==> config.mk <==
export PLATFORM = sky130hd
export DESIGN_NAME = fp16_divider
export DESIGN_NICKNAME = d
export VERILOG_FILES = /design/src/rtl/fp16_pkg.sv /design/src/rtl/fp16_special_case.sv /design/src/rtl/fp16_divider.sv
export SDC_FILE = /design/constraint.sdc
export NUM_CORES = 1
export LEC_CHECK = 0
export ABC_AREA = 1
export CAP_MARGIN = 5
export CORE_MARGIN = 2
export CORE_UTILIZATION = 47
export DETAILED_ROUTE_END_ITERATION = 8
export PLACE_DENSITY_LB_ADDON = 0.2
export SYNTH_ARGS = -nofsm -noshare
export SYNTH_HDL_FRONTEND = slang
export SYNTH_HIERARCHICAL = 1
export SYNTH_SLANG_ARGS = --single-unit
==> constraint.sdc <==
create_clock -name clk -period 7.8 [get_ports clk]
set_input_delay 1.95 -clock clk [delete_from_list [all_inputs] [get_ports clk]]
set_output_delay 1.95 -clock clk [all_outputs]
set_load 0.005 [all_outputs]
==> src/rtl/fp16_pkg.sv <==
// Shared FP16 definitions for the TTPU arithmetic units.
// Field layout, special constants, classifiers and divider states.
package fp16_pkg;

  localparam int EXP_W    = 5;
  localparam int FRAC_W   = 10;
  localparam int EXP_BIAS = 15;
  localparam int EXP_MAX  = 31;

  localparam logic [15:0] FP16_QNAN = 16'h7E00;
  localparam logic [15:0] FP16_INF  = 16'h7C00;

  typedef enum logic [1:0] {
    IDLE,
    DIVIDE,
    NORM,
    DONE
  } div_state_e;

  // Exponent field 0 is treated as zero: subnormals flush.
  function automatic logic is_zero(input logic [15:0] x);
    return x[14:10] == 5'd0;
  endfunction

  function automatic logic is_inf(input logic [15:0] x);
    return (x[14:10] == 5'h1F) && (x[9:0] == 10'd0);
  endfunction

  function automatic logic is_nan(input logic [15:0] x);
    return (x[14:10] == 5'h1F) && (x[9:0] != 10'd0);
  endfunction

endpackage

==> src/rtl/fp16_special_case.sv <==
// Classifies divider operands that bypass the iterative path.
// Produces the final result word for NaN, zero and infinity cases.
module fp16_special_case
  import fp16_pkg::*;
(
  input  logic [15:0] a_i,
  input  logic [15:0] b_i,
  output logic        is_special_o,
  output logic [15:0] result_o
);

  logic sign;

  assign sign = a_i[15] ^ b_i[15];

  always_comb begin
    is_special_o = 1'b1;
    result_o     = 16'h0000;
    if (is_nan(a_i) || is_nan(b_i)) begin
      result_o = FP16_QNAN;
    end else if ((is_zero(a_i) && is_zero(b_i)) ||
                 (is_inf(a_i) && is_inf(b_i))) begin
      result_o = FP16_QNAN;
    end else if (is_zero(a_i) || is_inf(b_i)) begin
      result_o = {sign, 15'h0000};
    end else if (is_zero(b_i) || is_inf(a_i)) begin
      result_o = {sign, FP16_INF[14:0]};
    end else begin
      is_special_o = 1'b0;
    end
  end

endmodule

==> src/rtl/fp16_divider.sv <==
// Iterative FP16 divider: restoring division, one quotient bit per
// cycle, truncation rounding, subnormals flushed to zero.
module fp16_divider
  import fp16_pkg::*;
#(
  parameter int DATA_WIDTH = 16,
  parameter int ITER       = 12
) (
  input  logic                  clk,
  input  logic                  reset,
  input  logic                  in_valid,
  output logic                  in_ready,
  input  logic [DATA_WIDTH-1:0] a,
  input  logic [DATA_WIDTH-1:0] b,
  output logic                  out_valid,
  input  logic                  out_ready,
  output logic [DATA_WIDTH-1:0] result,
  output logic                  busy
);

  div_state_e state_q, state_d;

  logic        sign_q;
  logic [4:0]  ea_q, eb_q;
  logic [10:0] mb_q;
  logic [11:0] rem_q;
  logic [11:0] q_q;
  logic [3:0]  cnt_q;
  logic [15:0] res_q;

  logic        spec;
  logic [15:0] spec_res;

  fp16_special_case u_special (
    .a_i          (a),
    .b_i          (b),
    .is_special_o (spec),
    .result_o     (spec_res)
  );

  logic        rem_ge;
  logic [10:0] rem_sub;
  logic [11:0] rem_nx;

  // The true difference is below mb, so 11 bits hold it exactly.
  assign rem_ge  = rem_q >= {1'b0, mb_q};
  assign rem_sub = rem_q[10:0] - mb_q;
  assign rem_nx  = rem_ge ? {rem_sub, 1'b0}
                          : {rem_q[10:0], 1'b0};

  logic signed [6:0] e_raw, e_adj;
  logic [9:0]        frac;
  logic [15:0]       norm_res;

  always_comb begin
    e_raw = $signed({2'b00, ea_q}) - $signed({2'b00, eb_q})
          + 7'sd15;
    e_adj = q_q[11] ? e_raw : e_raw - 7'sd1;
    frac  = q_q[11] ? q_q[10:1] : q_q[9:0];
    if (e_adj >= 7'sd31) begin
      norm_res = {sign_q, FP16_INF[14:0]};
    end else if (e_adj <= 7'sd0) begin
      norm_res = {sign_q, 15'h0000};
    end else begin
      norm_res = {sign_q, e_adj[4:0], frac};
    end
  end

  always_ff @(posedge clk or negedge reset) begin
    if (!reset) begin
      state_q <= IDLE;
    end else begin
      state_q <= state_d;
    end
  end

  always_comb begin
    state_d = state_q;
    unique case (state_q)
      IDLE:   if (in_valid) state_d = spec ? DONE : DIVIDE;
      DIVIDE: if (cnt_q == 4'(ITER - 1)) state_d = NORM;
      NORM:   state_d = DONE;
      DONE:   if (out_ready) state_d = IDLE;
      default: state_d = IDLE;
    endcase
  end

  always_comb begin
    in_ready  = state_q == IDLE;
    out_valid = state_q == DONE;
    busy      = state_q != IDLE;
    result    = res_q;
  end

  always_ff @(posedge clk or negedge reset) begin
    if (!reset) begin
      sign_q <= 1'b0;
      ea_q   <= '0;
      eb_q   <= '0;
      mb_q   <= '0;
      rem_q  <= '0;
      q_q    <= '0;
      cnt_q  <= '0;
      res_q  <= '0;
    end else begin
      unique case (state_q)
        IDLE: begin
          if (in_valid) begin
            sign_q <= a[15] ^ b[15];
            ea_q   <= a[14:10];
            eb_q   <= b[14:10];
            mb_q   <= {1'b1, b[9:0]};
            rem_q  <= {2'b01, a[9:0]};
            q_q    <= '0;
            cnt_q  <= '0;
            if (spec) res_q <= spec_res;
          end
        end
        DIVIDE: begin
          rem_q <= rem_nx;
          q_q   <= {q_q[10:0], rem_ge};
          cnt_q <= cnt_q + 4'd1;
        end
        NORM: res_q <= norm_res;
        default: ;
      endcase
    end
  end

endmodule

=== Word level (Yosys, flattened, before mapping) ===
Cells that the tools add are included.

* Input bits: 36
* Latch bits: 0
* Memories: 0
* RAM bits: 0
* ROM bits: 0
* Bits in registers: 68

* Reduce and logical (&&, ||, !) cells: 24
* Muxes and demuxes: 27
* $add $sub $neg: 5
* Bitwise gates (word level): 1
* Multiply operators: 0
* Div/mod/pow operators: 0
* Eq/ne operators: 10
* Shift operators: 0
* Order comparisons: 3

{| class="wikitable"
|+ Operator list
! operator !! count
|-
| 2-to-1 mux 16 bit || 6
|-
| one-hot mux 12 bit (2 select lines) || 2
|-
| 2-to-1 mux 12 bit || 3
|-
| one-hot mux 16 bit (2 select lines) || 1
|-
| 2-to-1 mux 15 bit || 2
|-
| zero test 10 bit || 2
|-
| nonzero test 10 bit || 2
|-
| >= comparator 12 x 11 -> 1 bit || 1
|-
| subtractor 11 bit || 1
|-
| equality test 5 bit, second input constant || 2
|-
| zero test 5 bit || 2
|-
| 2-to-1 mux 10 bit || 1
|-
| 2-to-1 mux 2 bit || 4
|-
| one-hot mux 2 bit (4 select lines) || 1
|-
| one-hot mux 4 bit (2 select lines) || 1
|-
| adder 6 x 5 -> 7 bit, second input constant || 1
|-
| >= comparator 7 x 6 -> 1 bit, second input constant || 1
|-
| <= comparator 7 x 1 -> 1 bit, second input constant || 1
|-
| 2-to-1 mux 7 bit || 1
|-
| subtractor 7 x 2 -> 7 bit, second input constant || 1
|-
| logical AND 1 bit || 6
|-
| AND reduction 3 bit || 2
|-
| nonzero test 2 bit || 3
|-
| subtractor 5 x 5 -> 6 bit || 1
|-
| other kinds (12) || 22
|}

=== Longest topological paths before layout ===
* Depth in word-level cells: 10
* Mapped depth: 22
* Mapped depth without buffers: 21

=== Cells and area by module ===
The synthesis kept the hierarchy.

{| class="wikitable"
|+ By module, submodules not included
! module !! seq. area each (um^2) !! times used !! area an instance (um^2) !! cells an instance
|-
| fp16_divider || 1701.6 || 1 || 4275.4 || 601
|-
| fp16_special_case || 0.0 || 1 || 350.3 || 71
|}

=== Worst setup path after synthesis ===
No wires, ideal clock.

* Path type: input to register
* Start: input a[5]
* End: register res_q[2] (netlist: result[2])
* Arrival: 3.175 ns
* Required time: 7.683 ns
* Setup slack: 4.507 ns
* Buffers on the path: 1
* Stages on the path: 15
* Path through: nor2_1 -> nand2_1 -> nor2_1 -> nand3_1 -> nand2_1 -> nor2_1 -> nand2_1 -> nand2_1 -> nand2_1 -> nand2_1 -> inv_1 -> clkbuf_1 -> nand2_1 -> nor2_1 -> nor2_1

* Longest elaborated chain between the ends: 9

{| class="wikitable"
|+ RTL lines
! what !! line !! RTL
|-
| start, declared || fp16_divider.sv:13 || <nowiki>input logic [DATA_WIDTH-1:0] a,</nowiki>
|-
| zero test 10 bit || fp16_pkg.sv:26 || <nowiki>return (x[14:10] == 5'h1F) && (x[9:0] == 10'd0);</nowiki>
|-
| logical AND 1 bit || fp16_pkg.sv:26 ||
|-
| logical OR 1 bit || fp16_special_case.sv:26 || <nowiki>end else if (is_zero(b_i) || is_inf(a_i)) begin</nowiki>
|-
| 2-to-1 mux 1 bit || fp16_special_case.sv:26 ||
|-
| 2-to-1 mux 1 bit || fp16_special_case.sv:24 || <nowiki>end else if (is_zero(a_i) || is_inf(b_i)) begin</nowiki>
|-
| 2-to-1 mux 1 bit || fp16_special_case.sv:21 || <nowiki>end else if ((is_zero(a_i) && is_zero(b_i)) ||</nowiki>
|-
| 2-to-1 mux 1 bit * || fp16_special_case.sv:19 || <nowiki>if (is_nan(a_i) || is_nan(b_i)) begin</nowiki>
|-
| net spec || fp16_divider.sv:31 || <nowiki>logic spec;</nowiki>
|-
| inequality test 2 x 1 -> 1 bit (no source line) * || - ||
|-
| AND reduction 3 bit (no source line) * || - ||
|-
| end signal, assigned || fp16_divider.sv:116 || <nowiki>if (spec) res_q <= spec_res;</nowiki>
|-
| end signal, assigned || fp16_divider.sv:124 || <nowiki>NORM: res_q <= norm_res;</nowiki>
|-
| end, declared || fp16_divider.sv:29 || <nowiki>logic [15:0] res_q;</nowiki>
|}

The timed path passes the listed nets; every way through them passes the cells marked *. The select of a mux whose other input is x is not followed.
A chain may end at the register's enable or synchronous reset.

=== Final worst setup path ===
* Start: input a[12]
* End: register res_q[5] (netlist: result[5])

* Longest elaborated chain between the ends: 9

{| class="wikitable"
|+ RTL lines
! what !! line
|-
| equality test 5 bit || fp16_pkg.sv:26, fp16_pkg.sv:30
|-
| logical AND 1 bit || fp16_pkg.sv:26
|-
| logical OR 1 bit || fp16_special_case.sv:26
|-
| 2-to-1 mux 1 bit || fp16_special_case.sv:26
|-
| 2-to-1 mux 1 bit || fp16_special_case.sv:24
|-
| 2-to-1 mux 1 bit || fp16_special_case.sv:21
|-
| 2-to-1 mux 1 bit * || fp16_special_case.sv:19
|-
| net spec || fp16_divider.sv:31
|-
| inequality test 2 x 1 -> 1 bit (no source line) * || -
|-
| AND reduction 3 bit (no source line) * || -
|}

Marked as above.

==> summary.txt <==
Status = finished, final reports clean
Yosys top cell by area = dfrtp_1
First-pass GRT wire length = 18.3 mm
Hold Crit Start = mb_q[10]$_DFFE_PN0P_
Die Y = 103 um
Final wirelength = 10.8 mm
Final setup fails = 0
Clk sink count = 68
Post-Syn Area = 4630 um^2
Post-CTS Hold Buffers = 0
Pleak = 2.61 nW
Crit-path cells = clkdlybuf4s50_1, nand3_1, nor2_1, nand3_1, nand2_1, nor2_1, nand2_1, nand2_1, nand2_1, nand2_1, inv_1, nand2_1, nor2_1, nor2_1
Worst setup path start = a[12]
Setup WS pre-CTS = 3.40 ns
Commonest non-fill, non-tap cells in the layout = nand2_1, nor2_1, inv_1, dfrtp_1, clkdlybuf4s50_1
Fmax = 249 MHz
Asr flop ratio synth = 1.00
Die X-Extent = 103 um
CP Launch Type = input pin
Share of layout cells above drive strength 1 = 0.0445
Primary FF master, synth = dfrtp_1
Area after DPL = 5190 um^2
Yosys top cell area share = 0.368
Yosys Warn Count = 6
Root Driver = clkbuf_8
Worst Clk Skew = 0.00703 ns
Tmin final = 4.02 ns
#FFs+latches synth = 68
Initial Util = 0.478
Initial antenna violation count = 0
DP Wirelength = 8.06 mm
Drt first-iter violations = 146
Peak fanout along the critical path = 22
CP Class = input pin to flip-flop
Final TNS setup = 0 ns
Vias per inst = 4.98
Post-CTS setup buffers = 0
Vias = 4245
Pin slew with the least headroom to its limit = 0.884 ns
Largest net degree at the start of global routing = 69
Core area = 9680 um^2
Total gr overflow = 0
Max_cap viols = 0
Rows = 36
Post-synthesis sequential area ratio = 0.368
Final net count = 775
Ant diodes = 0
Clock Tree Buf Depth = 2
Layout area overhead = 16.1%
Inserted Clock Buffers = 9
Setup ws final = 3.78 ns
Largest stage delay on the critical path = 0.53 ns
Fin area = 5370 um^2
Worst-skew pair later-pin latency = 0.35 ns
Mean Syn Cell Area = 6.88 um^2
Vias in the first global route = 4016
Buffers on Ports = 54
Post-CTS resize count = 0
Power Total = 0.00272 W
Final hold violations = 0
Reg2reg start = ea_q[0]$_DFFE_PN0P_
GRT Total Usage = 0.220
PwrDens = 506 nW/um^2
Synth cell types = 36
Slowest CP cell = inv_1
Max VDD drop = 0.209 mV
Rel. slew slack = 0.407
Tcrit/Tclk final = 0.515
DR WL/cell = 12.7 um
Routability cong. = 0.887
TritonCTS clock tree = yes
CP bufs+invs = 2
Most used cell, CP = nand2_1
Post-synth EDFFs = 0
Die area = 10700 um^2
Worst hold path class = flip-flop to flip-flop
Fill cells = 952
Post-Syn Instances = 672
Unrepaired setup endpoints after global routing = false
Remaining routing DRC violations = 0
Setup crit end kind = flip-flop
Family with the most delay on the worst path = simple AND/OR/NAND/NOR gates
Clock transition at the registers of the reported paths = 0.07 ns
Hold slack final = 0.459 ns
Commonest non-fill, non-tap cell in the layout = nand2_1
Top Ports = 55
ANT nets after route = 0
CP arrival = 4.26 ns
Final slew viol count = 0
Synth area leaders = dfrtp_1, nand2_1, nor2_1, ha_1, inv_1
Critical Path RT = 8.04 ns
H-tree Lvls = 3
Initial DRT Pass Iterations = 5
-- state kept, by name (all words and copies together), names as in the netlist --
| signal | cells |
|---|---|
| q_q | 12 |
| eb_q | 5 |
| ea_q | 5 |
| mb_q | 11 |
| cnt_q | 4 |
| state_q | 2 |
| sign_q | 1 |
| result | 16 |
| rem_q | 12 |
-- cell families after synthesis --
kind of cell	share of synthesized area
other	0.000811
buffers and inverters	0.104
adder cells (fa/ha/maj)	0.0709
flip-flops	0.368
XOR/XNOR	0.0208
AND/OR/NAND/NOR	0.311
AO/OA/AOI/OAI	0.125
-- path summary, 6_finish.rpt --
check	end	slack, ns	depth (start not counted)
worst max-delay path	result[5]$_DFFE_PN0P_	3.78	14
max in group asynchronous	q_q[7]$_DFFE_PN0P_	5.44	2
min in group asynchronous	ea_q[0]$_DFFE_PN0P_	1.78	2
worst max register to register	result[6]$_DFFE_PN0P_	4.70	19
worst min-delay path	mb_q[10]$_DFFE_PN0P_	0.46	2
worst min register to register	mb_q[10]$_DFFE_PN0P_	0.46	2
-- worst register-to-register path: stages, from the launching register on --
cell and delay [ns]:
dfrtp_1 0.36, inv_1 0.08, ha_1 0.17, inv_1 0.06, fa_1 0.43, inv_1 0.13
ha_1 0.20, inv_1 0.05, nand3_1 0.11, nand2_2 0.08, nor2_2 0.12, inv_2 0.05
nor2_1 0.10, nand2_1 0.07, o21a_1 0.33, nand2_1 0.15, nand2_2 0.19, nor2_1 0.20
nor2_1 0.06, nor2_1 0.08
-- cell usage after synthesis, drive strengths merged (5+ instances only) --
cell type and instances:
a21oi 21, buf 17, clkbuf 16, dfrtp 68
ha 23, inv 79, nand2 189, nand3 47
nor2 105, nor3 5, o211ai 9, o21ai 49
o22ai 13, xor2 8
-- layout make-up --
type / count / area [um^2] / area share
flip-flops and latches: 68 / 1700 / 0.317
multi-input cells: 500 / 2470 / 0.461
inverters: 79 / 297 / 0.0552
clock inverters: 1 / 5.00 / 0.000932
repair buffers: 56 / 551 / 0.102
clock buffers: 15 / 176 / 0.0328
well taps: 133 / 166 / 0.0310
-- power breakdown --
group	internal, W	switching [W]	leakage (nW)
Sequential	0.000516	0.0000929	0.849
Clock	0.000142	0.000136	0.0937
Combinational	0.000672	0.00116	1.67
-- per-stage QoR --
| step | instances | util |
|---|---|---|
| 6_report | 852 | 0.555 |
| 5_1_grt | 852 | 0.555 |
| 4_1_cts | 852 | 0.555 |
| 3_5_place_dp | 836 | 0.536 |
| 3_3_place_gp | 836 | 0.536 |
| 2_1_floorplan | 680 | - |
-- layer usage --
metal | up-vias | track usage | part of all wire
li1 | 2220 | - | -
met1 | 1926 | 0.295 | 0.47
met2 | 86 | 0.367 | 0.48
met3 | 13 | 0.0262 | 0.036
met4 | 0 | 0.0850 | 0.016
met5 | - | 0 | 0
Note: power is estimated with default switching activity, not from simulation.
